===== src/rtl/imem_loader.sv =====
// Boot-time image loader: byte stream -> little-endian words -> memory write port.
// Optional checksum trailer enabled by defining IMEM_LOADER_CHECKSUM_EN.
module imem_loader #(
  parameter logic [31:0] BASE_ADDR = 32'd0,
  parameter logic [31:0] ADDR_STEP = 32'd1,
  parameter logic [31:0] MAX_WORDS = 32'd61
) (
  input  logic        clk,
  input  logic        reset,
  input  logic        start,
  input  logic        byte_valid,
  input  logic [7:0]  byte_data,
  output logic        byte_ready,
  output logic        mem_we,
  output logic [31:0] mem_addr,
  output logic [31:0] mem_data,
  output logic        busy,
  output logic        done,
  output logic        error
);

  typedef enum logic [2:0] {
    S_IDLE, S_HDR, S_DATA, S_WRITE, S_DONE, S_ERR
`ifdef IMEM_LOADER_CHECKSUM_EN
    , S_CHK
`endif
  } state_t;

`ifdef IMEM_LOADER_CHECKSUM_EN
  localparam state_t S_FIN = S_CHK;
`else
  localparam state_t S_FIN = S_DONE;
`endif

  state_t      state, next;
  logic [1:0]  bidx;
  logic [31:0] widx;
  logic [31:0] nwords;
  logic [31:0] waddr;
  logic [23:0] shreg;
  logic [31:0] word_full;
  logic        xfer;
  logic        last;
`ifdef IMEM_LOADER_CHECKSUM_EN
  logic [31:0] csum;
`endif

  // newest byte lands in the top lane, so the first byte ends up in bits 7:0
  assign word_full = {byte_data, shreg};
  assign xfer      = byte_valid && byte_ready;
  assign last      = xfer && (bidx == 2'd3);

  always_ff @(posedge clk) begin
    if (reset) state <= S_IDLE;
    else       state <= next;
  end

  always_comb begin
    next       = state;
    byte_ready = 1'b0;
    busy       = 1'b0;
    done       = 1'b0;
    error      = 1'b0;
    mem_we     = 1'b0;
    case (state)
      S_IDLE: if (start) next = S_HDR;
      S_HDR: begin
        byte_ready = 1'b1;
        busy       = 1'b1;
        if (last) begin
          if (word_full > MAX_WORDS) next = S_ERR;
          else if (word_full == '0)  next = S_FIN;
          else                       next = S_DATA;
        end
      end
      S_DATA: begin
        byte_ready = 1'b1;
        busy       = 1'b1;
        if (last) next = S_WRITE;
      end
      S_WRITE: begin
        busy   = 1'b1;
        mem_we = 1'b1;
        next   = (widx + 32'd1 == nwords) ? S_FIN : S_DATA;
      end
`ifdef IMEM_LOADER_CHECKSUM_EN
      S_CHK: begin
        byte_ready = 1'b1;
        busy       = 1'b1;
        if (last) next = (word_full == csum) ? S_DONE : S_ERR;
      end
`endif
      S_DONE: begin
        done = 1'b1;
        if (start) next = S_HDR;
      end
      S_ERR: begin
        error = 1'b1;
        if (start) next = S_HDR;
      end
      default: next = S_IDLE;
    endcase
  end

  always_ff @(posedge clk) begin
    if (reset) begin
      bidx     <= '0;
      widx     <= '0;
      nwords   <= '0;
      waddr    <= '0;
      shreg    <= '0;
      mem_addr <= '0;
      mem_data <= '0;
`ifdef IMEM_LOADER_CHECKSUM_EN
      csum     <= '0;
`endif
    end else begin
      if ((state == S_IDLE || state == S_DONE || state == S_ERR) && start) begin
        bidx  <= '0;
        widx  <= '0;
        waddr <= BASE_ADDR;
`ifdef IMEM_LOADER_CHECKSUM_EN
        csum  <= '0;
`endif
      end
      if (xfer) begin
        shreg <= word_full[31:8];
        bidx  <= bidx + 2'd1;
      end
      if (state == S_HDR && last) nwords <= word_full;
      // address/data latch on entry to WRITE and then hold until the next word
      if (state == S_DATA && last) begin
        mem_data <= word_full;
        mem_addr <= waddr;
      end
      if (state == S_WRITE) begin
        widx  <= widx + 32'd1;
        waddr <= waddr + ADDR_STEP;
`ifdef IMEM_LOADER_CHECKSUM_EN
        csum  <= csum ^ mem_data;
`endif
      end
    end
  end

endmodule


===== config.mk =====
export PLATFORM = sky130hd
export DESIGN_NAME = imem_loader
export DESIGN_NICKNAME = d
export VERILOG_FILES = /design/src/rtl/imem_loader.sv
export SDC_FILE = /design/constraint.sdc
export NUM_CORES = 1
export LEC_CHECK = 0
export ABC_AREA = 1
export BUFFER_PORTS_ARGS = -buffer_cell sky130_fd_sc_hd__buf_2
export CORE_ASPECT_RATIO = 0.5
export CORE_MARGIN = 2
export CORE_UTILIZATION = 54
export CTS_CLUSTER_DIAMETER = 30
export CTS_CLUSTER_SIZE = 14
export DETAILED_ROUTE_END_ITERATION = 16
export GPL_TIMING_DRIVEN = 0
export PLACE_DENSITY = 0.86
export SYNTH_ARGS = -nofsm -noshare
export SYNTH_HDL_FRONTEND = slang
export SYNTH_SLANG_ARGS = --single-unit

===== constraint.sdc =====
create_clock -name clk -period 1.89 [get_ports clk]
set_input_delay 0.378 -clock clk [delete_from_list [all_inputs] [get_ports clk]]
set_output_delay 0.378 -clock clk [all_outputs]
set_load 0.02 [all_outputs]

======== Word level (Yosys, flattened, before mapping) ========
Index checks and enable logic that the tools add are counted.
cells by class
  add/subtract/negate cells ............... 3
  magnitude comparators ................... 1
  eq/ne operators ......................... 10
  mux-type cells .......................... 17
  reductions and logical operators ........ 15
operator list
  cell                                                    count
  two-way mux 32 bit                                      3
  adder 32 x 1 -> 32 bit (second input constant)          2
  == test 32 bit                                          1
  > comparator 32 x 6 -> 1 bit (second input constant)    1
  logical NOT 32 bit                                      1
  two-way mux 3 bit                                       6
  case mux 3 bit (4 select lines)                         1
  == test 3 x 2 -> 1 bit (second input constant)          2
  == test 3 bit (second input constant)                   2
  OR reduction 3 bit                                      2
  logical AND 1 bit                                       5
  two-way mux 1 bit                                       5
  two-way mux 2 bit                                       2
  inequality test 2 bit (second input constant)           2
  nonzero test 2 bit                                      2
  == test 3 x 1 -> 1 bit (second input constant)          1
  logical NOT 3 bit                                       1
  AND reduction 3 bit                                     1
  adder 2 x 1 -> 2 bit (second input constant)            1
  == test 2 bit (second input constant)                   1
  logical OR 1 bit                                        2
  inequality test 2 x 1 -> 1 bit (second input constant)  1
  OR reduction 2 bit                                      1
word-level totals
  bits in registers ....................... 189
  bits of input ports ..................... 12
  output and inout port bits .............. 69
  logic and storage cells ................. 54

======== Longest topological paths before layout ========
Gate-level depths: netlist of the first run.
  word-level depth ........................ 7
  mapped depth ............................ 18
  depth with buffers taken out ............ 18

======== Worst setup path after synthesis of the first run ========
OpenSTA, ideal clock, no wires.
  path kind ............................... register -> register
  from .................................... register widx[0]
  to ...................................... register state[1]
  arrival time ............................ 1.896 ns
  path slack .............................. -0.139 ns
  cell stages (with the launch flop) ...... 19
  cell sequence ........................... dfxtp_1 ha_1 nand2_1 nor2_4 nand2_1 nor2_2 nand2_1 nand2_1 nand2_1 nand2_1 nand2_1 nor2_1 nand2_1 nor2_1 nand3_1 nand2_1 nand2_1 nand2_1 a21oi_1
between the ends
  word-level cells in the longest chain between the ends .. 4
ends and longest elaborated chain
  element                          line  text
  start: declaration               37    logic [31:0] widx;
  start signal: assignment         137   widx <= widx + 32'd1;
  adder 32 x 1 -> 32 bit           84    next = (widx + 32'd1 == nwords) ? S_FIN : S_DATA;
  == test 32 bit                   84
  two-way mux 3 bit                84
  case mux 3 bit (4 select lines)  65    case (state)
  end signal: assignment           55    else state <= next;
  end: declaration                 35    state_t state, next;
No other way between the ends.
A chain may end at the register's enable or synchronous reset.

======== Final worst setup path of the first run ========
  from .................................... register widx[0]
  to ...................................... register state[2]
Same word-level chain as after synthesis.

==> reports/results.tsv, run 1 <==
stage	metric	value	unit
outcome	status	complete, but fails checks	
outcome	violations	negative setup slack	
floorplanning	core	16600	µm²
clock_tree	cts_max_path_buffers	2	
logic_synthesis	ys_top_cells_by_count	nand2_1, dfxtp_1, nand3_1, a21oi_1, inv_1	
clock_tree	ctsHoldBuffers	0	
min_path	hp-class	in -> reg	
logic_synthesis	synthTopCellsByArea	dfxtp_1, nand2_1, nand3_1	
logic_synthesis	synthDistinctLibCells	38	
cells_and_area	area_growth	25.2	%
logic_synthesis	ys_seq_area_share	40.6	%
power	vdd_drop_max	0.639	mV
sta	finClkSkew	0.0132	ns
power	power_frac_clock	42.9	%
power	p_sw	2520	µW
clock_tree	path_clk_slew	0.09	ns
critical_path	reg2reg_depth	16	
cells_and_area	antenna_cells	0	
detailed_routing	via_per_inst	5.99	
placed_design	hpwlAfterDp	21200	µm
clock_tree	cts_tree	done	
logic_synthesis	netlist_area	9310	µm²
power	power_density	734	nW/µm²
placed_design	pre_cts_ws	-0.732	ns
logic_synthesis	yosys.area.top_type	dfxtp_1	
sta	rsz0062_at_grt	true	
floorplanning	die_w	190	µm
min_path	whs_endpoint	mem_data[26]$_SDFFE_PP0P_	
floorplanning	die_h	96.8	µm
grt	grt_pass1_vias	10100	
sta	fmax	0.400	GHz
critical_path	reg2reg_setup_slack	-0.61	ns
sta	layout_min_cycle_time	2.50	ns
critical_path	cp-start-kind	flip-flop	
floorplanning	num_io_pins	81	
grt	grt_start_max_net_pins	21	
critical_path	worst_ep_required_time	2.27	ns
sta	setup_viol	143	
sta	period_share	132	%
cells_and_area	drive_above_1_share	21.5	%
critical_path	r2r-start	widx[0]$_SDFFE_PP0P_	
detailed_routing	route.vias.total	10900	
logic_synthesis	synth-seq-cells	189	
floorplanning	dieArea	18400	µm²
min_path	hp-start	byte_data[2]	
detailed_routing	final_antenna_net_count	0	
floorplanning	rows	33	
logic_synthesis	yosys_warnings	0	
floorplanning	start_util	56.0	%
detailed_routing	dr.pass1.iters	6	
sta	fin_ws	-0.611	ns
sta	slew_violations	0	
grt	grt_pass1_wl	49800	µm
sta	worst_pin_slew	0.795	ns
critical_path	startpoint	widx[0]$_SDFFE_PP0P_	
detailed_routing	dr_wl_met2	14900	µm
sta	relSlewSlack	47.0	%
detailed_routing	top_layer	met4	
grt	antenna_found_initial	0	
detailed_routing	wl_met1	12200	µm
cells_and_area	nets	1592	
detailed_routing	finalWirelength	32400	µm
placed_design	gp_congestion	1.02	
critical_path	cp_slowest_cell	dfxtp_4	
flow_run	cap_violations	0	
power	seqPwrFrac	48.9	%
power	p_sw_share	29.5	%
critical_path	worstSetupPathType	reg -> reg	
clock_tree	htreeDepth	4	
critical_path	critPathMaxStageDelay	0.38	ns
grt	grt-ovfl-total	0	
critical_path	reg2reg_to	state[2]$_SDFFE_PP0P_	
logic_synthesis	synth_top_cell_area_share	40.6	%
placed_design	numPortBuffers	79	
logic_synthesis	syn_avg_cell_area	6.52	µm²
detailed_routing	wl_met3	3470	µm
critical_path	end_kind	flip-flop	
detailed_routing	drcViolationCount	0	
sta	timing.setup.tns	-32.03	ns
cells_and_area	post-route-util	70.0	%
critical_path	crit_arrival	2.88	ns
logic_synthesis	synth_ff_type	dfxtp_1	
detailed_routing	post_drt_wl_per_cell	17.8	µm
sta	hold_viol	0	
logic_synthesis	synthArstFlopShare	0	%
critical_path	critical-path-top-delay-family	simple AND/OR/NAND/NOR gates	
critical_path	crit_buf_inv	1	
logic_synthesis	netlist_instances	1427	
power	internal_power	6030	µW
logic_synthesis	yosysMostFrequentCell	nand2_1	
detailed_routing	drt_iter0_drc	1394	
power	combPwrFrac	8.2	%
grt	grt.total_usage	33.8	%
critical_path	crit_chain	ha_4, nand2_4, nor2_4, nand2_4, nor2_4, buf_6, nand3_1, nand3_2, nand2_1, nor2_1, nand2_1, nor2_2, nand4_1, nand2_1, nand2_1, a21oi_2	
clock_tree	clock_latency	0.45	ns
placed_design	dpl.cell_count	1733	
critical_path	cp_common_cell	nand2_1	
clock_tree	root_buffer	clkbuf_16	
critical_path	critPathMaxFanout	6	
logic_synthesis	synth_edf_count	0	
cells_and_area	fin_cells	1817	
power	power.leakage	0.00468	µW
min_path	worstHoldPathCells	3	
clock_tree	numCtsBuffers	17	
logic_synthesis	syn_nets	1442	
clock_tree	clock-sinks	189	
[through the flow]
| stage | power, µW | hold WS, ns | cell area, µm² |
|---|---|---|---|
| global route | 8720 | 0.257 | 11700 |
| floorplan | 4590 | 0.430 | 9370 |
| finish | 8550 | 0.245 | 11700 |
| CTS | 8440 | 0.245 | 11400 |
| detailed placement | 4820 | 0.450 | 10000 |
| global placement | 4800 | 0.442 | 10000 |
[cell type report]
| class | count | area, µm² |
|---|---|---|
| inverter | 144 | 546 |
| sequential | 189 | 3830 |
| clock buffer | 18 | 429 |
| buffer | 62 | 373 |
| timing repair buffer | 131 | 815 |
| clock inverter | 14 | 163 |
| tap | 227 | 284 |
| multi-input combinational | 1032 | 5210 |
| fill | 1291 | 4990 |
[registers in the layout (all words and copies together), names as in the netlist]
name      cells
state         3
widx         32
shreg        24
nwords       32
bidx          2
waddr        32
mem_data     32
mem_addr     32
[logic make-up after synthesis]
group / synth area share [%]
AO/OA/AOI/OAI: 14.6
AND/OR/NAND/NOR: 35.6
flip-flops: 40.6
buffers and inverters: 8.75
adder cells (fa/ha/maj): 0.403
[timing repair]
action	CTS	global route
setup endpoints to repair	164	176
pin swaps	37	21
gates resized for setup	150	80
setup buffers	47	13
[how the worst max path moves through the flow]
stage	endpoint	slack (ns)	cells past startpoint
CTS	state[2]$_SDFFE_PP0P_	-0.47	16
finish	state[2]$_SDFFE_PP0P_	-0.61	16
global placement	state[1]$_SDFFE_PP0P_	-0.67	17
global route	state[2]$_SDFFE_PP0P_	-0.71	14
detailed placement	state[1]$_SDFFE_PP0P_	-0.73	17
floorplan	state[1]$_SDFFE_PP0P_	-0.01	18
[layout by cell type, fill, tap and decap left out, drive strengths merged, types with 7 or more instances in the layout]
master,instances
clkbuf,60
nor3,16
clkinv,7
buf,151
nand3,174
nand2,415
dfxtp,189
inv,151
a211oi,8
nor2,132
a21oi,173
nand4,18
o21ai,70
[metal layers]
layer  vias up  global-route usage, %
met5         -                      0
met4         0                   18.1
met3       174                   7.80
met2       763                   56.0
met1      4974                   40.9
li1       4965                      -
[power by group through the flow]
stage | combinational, µW | sequential (µW) | clock, µW
floorplan | 377 | 4210 | 0
finish | 703 | 4180 | 3670
detailed placement | 570 | 4250 | 0
global placement | 556 | 4250 | 0
global route | 742 | 4190 | 3790
CTS | 636 | 4170 | 3630
[worst reg2reg max path, cell delays in order (launching register included)]
cell	delay (ns)
dfxtp_4	0.38
ha_4	0.15
nand2_4	0.05
nor2_4	0.26
nand2_4	0.13
nor2_4	0.17
buf_6	0.13
nand3_1	0.09
nand3_2	0.09
nand2_1	0.05
nor2_1	0.09
nand2_1	0.06
nor2_2	0.15
nand4_1	0.24
nand2_1	0.17
nand2_1	0.09
a21oi_2	0.12
(Power assumes the default switching activity.)
==> run 2: changes to the inputs <==
Settings changed: SETUP_SLACK_MARGIN from default to 0.15.
==> run 2 against run 1 <==
Net effect: the run now fails in global routing; synthesized area stayed put; synthesized cell count stayed put.
==> reports/results.tsv, run 2 <==
stage	metric	value	unit	change
floorplanning	num_io_pins	81		unchanged
grt	grt.total_usage	89.1	%	
logic_synthesis	ys_top_cells_by_count	nand2_1, dfxtp_1, nand3_1, a21oi_1, inv_1		unchanged
logic_synthesis	synth_ff_type	dfxtp_1		unchanged
floorplanning	die_h	96.8	µm	unchanged
placed_design	gp_congestion	0.974		was 1.02
clock_tree	numCtsBuffers	17		unchanged
logic_synthesis	synth-seq-cells	189		unchanged
logic_synthesis	ys_seq_area_share	40.6	%	unchanged
logic_synthesis	syn_nets	1442		unchanged
sta	worstEpCategory	sequential cell input		
clock_tree	htreeDepth	4		unchanged
floorplanning	die_w	190	µm	unchanged
clock_tree	root_buffer	clkbuf_16		unchanged
logic_synthesis	synth_top_cell_area_share	40.6	%	unchanged
grt	grt-ovfl-total	261		
placed_design	numPortBuffers	79		unchanged
placed_design	hpwlAfterDp	21200	µm	about the same
clock_tree	cts_max_path_buffers	2		unchanged
outcome	lastStage	global routing		
logic_synthesis	netlist_area	9310	µm²	unchanged
outcome	status	did not finish		was complete, but fails checks
floorplanning	start_util	56.0	%	unchanged
logic_synthesis	yosys_warnings	0		unchanged
logic_synthesis	synthDistinctLibCells	38		unchanged
sta	crit_endpoint	state[2]$_SDFFE_PP0P_/D		
logic_synthesis	yosys.area.top_type	dfxtp_1		unchanged
logic_synthesis	netlist_instances	1427		unchanged
logic_synthesis	synthArstFlopShare	0	%	unchanged
outcome	error_message	[ERROR GRT-0232] Routing congestion too high. Check the congestion heatmap in the GUI.		
grt	grt_start_max_net_pins	21		
floorplanning	rows	33		unchanged
logic_synthesis	synthTopCellsByArea	dfxtp_1, nand2_1, nand3_1		unchanged
grt	antenna_found_initial	6		
clock_tree	clock-sinks	189		unchanged
logic_synthesis	synth_edf_count	0		unchanged
logic_synthesis	syn_avg_cell_area	6.52	µm²	unchanged
logic_synthesis	yosysMostFrequentCell	nand2_1		unchanged
## run 2: through the flow
stage                     hold WS (ns)  instances  instance area, µm²   TNS [ns]  setup WS (ns)
after floorplan                  0.430       1427                9460  -0.000910      -0.000910
after global placement           0.444       1733               10100     -46.71         -0.626
after CTS                        0.242       1821               12000      -1.85         -0.428
after detailed placement         0.448       1733               10100     -54.20         -0.664
## run 2: repair_timing
item	4_1_cts
setup endpoints to repair	181
hold buffers	0
buffers inserted	55
gates resized for setup	229
gates cloned	2
pin swaps	57
## run 2: cell families after synthesis
kind of cell	Yosys count	share of synthesized area [%]
buffers and inverters	206	8.75
adder cells (fa/ha/maj)	3	0.403
AND/OR/NAND/NOR	768	35.6
AO/OA/AOI/OAI	261	14.6
flip-flops	189	40.6
## run 2: metal layers
| layer | overflow | global-route usage [%] |
|---|---|---|
| met1 | 8 | 87.5 |
| met2 | 141 | 98.0 |
| met3 | 20 | 84.1 |
| met4 | 90 | 89.9 |
| met5 | 2 | 57.1 |
==> run 3: changes to the inputs <==
Settings changed: CORE_ASPECT_RATIO 0.5 to default, CORE_UTILIZATION 54 to 40, CTS_CLUSTER_DIAMETER 30 to default, CTS_CLUSTER_SIZE 14 to default, PLACE_DENSITY 0.86 to default, PLACE_DENSITY_LB_ADDON from default to 0.15, SETUP_SLACK_MARGIN 0.15 to default.
Clock period 1.89 ns to 2.5 ns, I/O delays scaled along.
==> run 3 against run 2 <==
Net effect: the run now ends clean.
==> reports/results.tsv, run 3 (synthesized netlist as in run 1, its figures left out) <==
stage	metric	value	unit	change
flow_run	cap_violations	0		
clock_tree	path_clk_slew	0.08	ns	
critical_path	critPathMaxFanout	10		
power	p_sw_share	29.0	%	
placed_design	hpwlAfterDp	21800	µm	was 21200 µm
clock_tree	root_buffer	clkbuf_16		unchanged
sta	worst_pin_slew	0.765	ns	
grt	grt_pass1_wl	46100	µm	
grt	grt_pass1_vias	8575		
sta	fmax	0.411	GHz	
detailed_routing	dr.pass1.iters	6		
critical_path	worstSetupPathType	reg -> out		
critical_path	worst_ep_required_time	2.00	ns	
power	seqPwrFrac	49.1	%	
sta	rsz0062_at_grt	true		
power	p_sw	1870	µW	
detailed_routing	post_drt_wl_per_cell	15.7	µm	
sta	relSlewSlack	49.0	%	
cells_and_area	drive_above_1_share	16.7	%	
floorplanning	num_io_pins	81		unchanged
floorplanning	dieArea	24500	µm²	
clock_tree	clock-sinks	189		unchanged
power	power_density	578	nW/µm²	
detailed_routing	route.vias.total	9599		
sta	period_share	97.3	%	
floorplanning	core	22800	µm²	
cells_and_area	antenna_cells	0		
cells_and_area	final_common_cell	nand2_1		
critical_path	end_kind	primary output		
clock_tree	cts_max_path_buffers	2		unchanged
outcome	status	finished, final reports clean		was did not finish
detailed_routing	finalWirelength	29400	µm	
power	vdd_drop_max	0.441	mV	
sta	finClkSkew	0.0167	ns	
grt	grt_start_max_net_pins	22		
min_path	hp-class	in -> reg		
clock_tree	numCtsBuffers	17		unchanged
floorplanning	rows	55		was 33
sta	slew_violations	0		
sta	layout_min_cycle_time	2.43	ns	
floorplanning	die_h	157	µm	was 96.8 µm
critical_path	crit_arrival	1.93	ns	
cells_and_area	nets	1556		
detailed_routing	final_antenna_net_count	0		
placed_design	gp_congestion	0.884		was 0.974
placed_design	numPortBuffers	79		unchanged
grt	grt.total_usage	24.0	%	
power	internal_power	4580	µW	
cells_and_area	layout_common_cells	nand2_1, a21oi_1, nand3_1		
sta	setup_viol	0		
floorplanning	start_util	40.9	%	was 56.0%
power	power_frac_clock	44.0	%	
detailed_routing	drcViolationCount	0		
clock_tree	cts_tree	done		
grt	grt-ovfl-total	0		
clock_tree	htreeDepth	4		unchanged
clock_tree	clock_latency	0.45	ns	
detailed_routing	drt_iter0_drc	816		
detailed_routing	via_per_inst	5.14		
critical_path	cp-start-kind	flip-flop		
floorplanning	die_w	157	µm	was 190 µm
grt	antenna_found_initial	0		
placed_design	pre_cts_ws	-0.302	ns	was -0.664 ns
sta	hold_viol	0		
power	power.leakage	0.00433	µW	
power	combPwrFrac	6.9	%	
cells_and_area	area_growth	19.8	%	
power	power.total	6450	µW	
sta	fin_ws	0.0672	ns	
==> run 3: path summary, 6_finish.rpt <==
check | startpoint | to | slack, ns | cells past startpoint
worst max-delay path | state[0]$_SDFFE_PP0P_ | mem_we | 0.07 | 5
worst min-delay path | byte_data[0] | shreg[16]$_SDFFE_PP0P_ | 0.35 | 3
worst max register to register | widx[0]$_SDFFE_PP0P_ | state[2]$_SDFFE_PP0P_ | 0.13 | 16
worst min register to register | mem_addr[14]$_SDFFE_PP0P_ | mem_addr[14]$_SDFFE_PP0P_ | 0.46 | 2
==> run 3: power by group through the flow <==
| stage | combinational [µW] | clock [µW] | sequential (µW) |
|---|---|---|---|
| final | 445 | 2840 | 3170 |
| after global routing | 496 | 2990 | 3170 |
| after CTS | 435 | 2890 | 3150 |
| after detailed placement | 428 | 0 | 3230 |
| after global placement | 427 | 0 | 3220 |
| after floorplan | 282 | 0 | 3180 |
==> run 3: final cells by class <==
type	count	area (µm²)
plain buffers	62	285
clock buffers	18	439
clock inverters	14	188
fillers	2341	11600
inverters	144	541
multi-input cells	1032	4970
flip-flops and latches	189	3820
well taps	313	392
repair buffers	95	519
==> run 3: layer usage <==
layer  share of wire (%)  global-route usage, %  wire length [µm]
met2                  45                   37.9             13300
met4                 1.3                   6.42               372
met3                 4.7                   3.35              1380
met1                  49                   34.3             14300
met5                   0                      0                 0
==> run 3: critical path, stage by stage, from the launching register on <==
cell and delay [ns]:
dfxtp_2 0.39, inv_2 0.09, nor3_4 0.24, buf_4 0.25, clkbuf_4 0.31, buf_2 0.22
==> run 3: what timing repair did <==
action,4_1_cts,5_1_grt
endpoints found under the setup margin,102,114
setup buffers,5,11
resized for setup,26,103
hold buffers,0,0
pin swaps,4,25
==> run 3: stage by stage <==
stage | cells | hold slack [ns] | area [µm²] | TNS, ns | util [%]
global route | 1867 | 0.360 | 11200 | -0.128 | 49.0
global placement | 1819 | 0.447 | 10100 | -17.11 | 44.3
CTS | 1856 | 0.341 | 10800 | -0.213 | 47.5
detailed placement | 1819 | 0.450 | 10100 | -18.60 | 44.3
finish | 1867 | 0.353 | 11200 | 0 | 49.0
floorplan | 1427 | 0.430 | 9310 | 0 | -
==> run 4: changes to the inputs <==
Settings changed: ABC_CLOCK_PERIOD_IN_PS from default to 2500, CORE_UTILIZATION 40 to 34.
==> run 4 against run 3 <==
Net effect: cell count up 1.6%; largest cell class unchanged; sequential share of layout area up 0.19 points; sequential cell count unchanged; highest routed layer unchanged; sequential power about the same; clock skew up 0.0037 ns; core utilization down 7.8 points; wire length up 3.2%; via count down 1.2%; cell area down 0.48%; register-to-register slack worse by 0.02 ns.
==> reports/results.tsv, run 4 (synthesized netlist as in run 1, its figures left out) <==
stage	metric	value	unit	change
outcome	status	finished, final reports clean		unchanged
clock_tree	numCtsBuffers	17		unchanged
min_path	whs_endpoint	mem_data[24]$_SDFFE_PP0P_		was shreg[16]$_SDFFE_PP0P_
detailed_routing	dr.pass1.iters	5		was 6
critical_path	cp-start-kind	flip-flop		unchanged
clock_tree	htreeDepth	4		unchanged
sta	layout_min_cycle_time	2.41	ns	was 2.43 ns
floorplanning	die_w	169	µm	was 157 µm
placed_design	hpwlAfterDp	22800	µm	was 21800 µm
power	vdd_drop_max	0.335	mV	was 0.441 mV
cells_and_area	final_cell_area	11100	µm²	was 11200 µm²
sta	setup_viol	0		unchanged
critical_path	reg2reg_to	state[1]$_SDFFE_PP0P_		was state[2]$_SDFFE_PP0P_
clock_tree	cts_max_path_buffers	2		unchanged
detailed_routing	via_per_inst	5.00		was 5.14
critical_path	cp_slowest_cell	dfxtp_1		was dfxtp_2
critical_path	critPathMaxStageDelay	0.41	ns	was 0.39 ns
grt	antenna_found_initial	0		unchanged
clock_tree	clock_latency	0.45	ns	about the same
sta	hold_viol	0		unchanged
min_path	worstHoldPathCells	3		unchanged
floorplanning	core	27000	µm²	was 22800 µm²
clock_tree	root_buffer	clkbuf_16		unchanged
detailed_routing	final_antenna_net_count	0		unchanged
clock_tree	clock-sinks	189		unchanged
power	power_density	576	nW/µm²	was 578 nW/µm²
clock_tree	path_clk_slew	0.08	ns	about the same
critical_path	r2r-start	widx[0]$_SDFFE_PP0P_		unchanged
placed_design	pre_cts_ws	-0.372	ns	was -0.302 ns
cells_and_area	fin_cells	1896		was 1867
critical_path	worstSetupPathType	reg -> out		unchanged
cells_and_area	layout_common_cells	nand2_1, a21oi_1, nand3_1		unchanged
cells_and_area	drive_above_1_share	15.5	%	was 16.7%
clock_tree	ctsHoldBuffers	0		unchanged
grt	grt_pass1_wl	47600	µm	was 46100 µm
sta	worst_pin_slew	0.734	ns	was 0.765 ns
floorplanning	rows	60		was 55
placed_design	gp_congestion	0.872		was 0.884
critical_path	critPathMaxFanout	10		unchanged
critical_path	worst_ep_required_time	2.00	ns	about the same
cells_and_area	area_growth	19.2	%	was 19.8%
floorplanning	start_util	34.5	%	was 40.9%
detailed_routing	post_drt_wl_per_cell	16.0	µm	was 15.7 µm
sta	relSlewSlack	51.0	%	was 49.0%
detailed_routing	finalWirelength	30300	µm	was 29400 µm
placed_design	place_area	10100	µm²	about the same
cells_and_area	antenna_cells	0		unchanged
floorplanning	die_h	169	µm	was 157 µm
floorplanning	num_io_pins	81		unchanged
critical_path	reg2reg_setup_slack	0.11	ns	was 0.13 ns
sta	fin_ws	0.0938	ns	was 0.0672 ns
sta	rsz0062_at_grt	true		unchanged
grt	grt-ovfl-total	0		unchanged
critical_path	crit_arrival	1.91	ns	was 1.93 ns
detailed_routing	drcViolationCount	0		unchanged
sta	fmax	0.416	GHz	was 0.411 GHz
cells_and_area	final_common_cell	nand2_1		unchanged
sta	period_share	96.2	%	was 97.3%
min_path	hp-class	in -> reg		unchanged
critical_path	crit_chain	nor3_4, buf_4, clkbuf_4, buf_2		was inv_2, nor3_4, buf_4, clkbuf_4, buf_2
cells_and_area	nets	1557		was 1556
clock_tree	cts_tree	done		unchanged
sta	finClkSkew	0.0203	ns	was 0.0167 ns
placed_design	dpl.cell_count	1847		was 1819
critical_path	reg2reg_depth	16		unchanged
sta	slew_violations	0		unchanged
grt	grt.total_usage	21.2	%	was 24.0%
cells_and_area	post-route-util	41.2	%	was 49.0%
power	power.total	6400	µW	was 6450 µW
placed_design	numPortBuffers	79		unchanged
grt	grt_pass1_vias	8738		was 8575
detailed_routing	drt_iter0_drc	682		was 816
power	power.leakage	0.00432	µW	was 0.00433 µW
flow_run	cap_violations	0		unchanged
floorplanning	dieArea	28700	µm²	was 24500 µm²
grt	grt_start_max_net_pins	21		was 22
detailed_routing	route.vias.total	9483		was 9599
min_path	hp-start	byte_data[0]		unchanged
critical_path	end_kind	primary output		unchanged
## run 4: cell count changes in the layout (fill, tap and decap cells not counted), moves of 2 or more
cell	before	now
nand3_1	168	171
nand3_2	6	3
nand2_2	19	12
nor2_4	13	10
dfxtp_4	3	5
clkinv_4	1	4
nor2_1	101	103
clkinv_8	7	5
nand2_1	394	402
dfxtp_1	166	168
dfxtp_2	20	16
## run 4: worst max path at each step
stage / start / to / cells after the start
floorplan: widx[0]$_SDFFE_PP0P_ / state[1]$_SDFFE_PP0P_ / 18
global placement: widx[0]$_SDFFE_PP0P_ / state[1]$_SDFFE_PP0P_ / 16
detailed placement: widx[0]$_SDFFE_PP0P_ / state[1]$_SDFFE_PP0P_ / 16
CTS: widx[1]$_SDFFE_PP0P_ / state[1]$_SDFFE_PP0P_ / 16
global route: widx[0]$_SDFFE_PP0P_ / state[1]$_SDFFE_PP0P_ / 18
finish: state[2]$_SDFFE_PP0P_ / mem_we / 4
## run 4: routing by layer
layer / track usage, % / wire length (µm) / vias to the layer above
li1: - / - / 4894
met1: 30.0 / 15000 / 4341
met2: 33.6 / 13600 / 211
met3: 2.80 / 1230 / 37
met4: 6.35 / 502 / 0
met5: 0 / 0 / -
## run 4: area by class of cell
type | instances | area [µm²]
plain buffers | 62 | 285
clock buffers | 18 | 429
clock inverters | 14 | 173
fillers | 2913 | 15900
inverters | 144 | 543
multi-input cells | 1032 | 4890
flip-flops and latches | 189 | 3820
well taps | 341 | 427
repair buffers | 96 | 527
## run 4: critical path, delay by kind of cell, from the launching register on
family	cells	cell delay, ns
buffers and inverters	3	0.77
flip-flops	1	0.41
AND/OR/NAND/NOR	1	0.27
## run 4: through the flow
step                      hold slack (ns)  setup TNS [ns]
after floorplan                     0.430               0
after global placement              0.448          -21.09
after detailed placement            0.450          -23.02
after CTS                           0.347        -0.00710
after global routing                0.364         -0.0644
final                               0.357               0
## run 4: report_power, final
group          leakage, µW  total [µW]  internal, µW  switching, µW
registers          0.00154        3160          3060           98.6
clock network     0.000290        2790          1360           1430
logic              0.00250         449           117            332
## run 4: repair_timing
action | in CTS | in global routing
endpoints found under the setup margin | 103 | 86
pin swaps | 6 | 11
resized for setup | 38 | 69
hold endpoints to repair | 0 | 0
buffers inserted | 5 | 12
cloned | 0 | 0
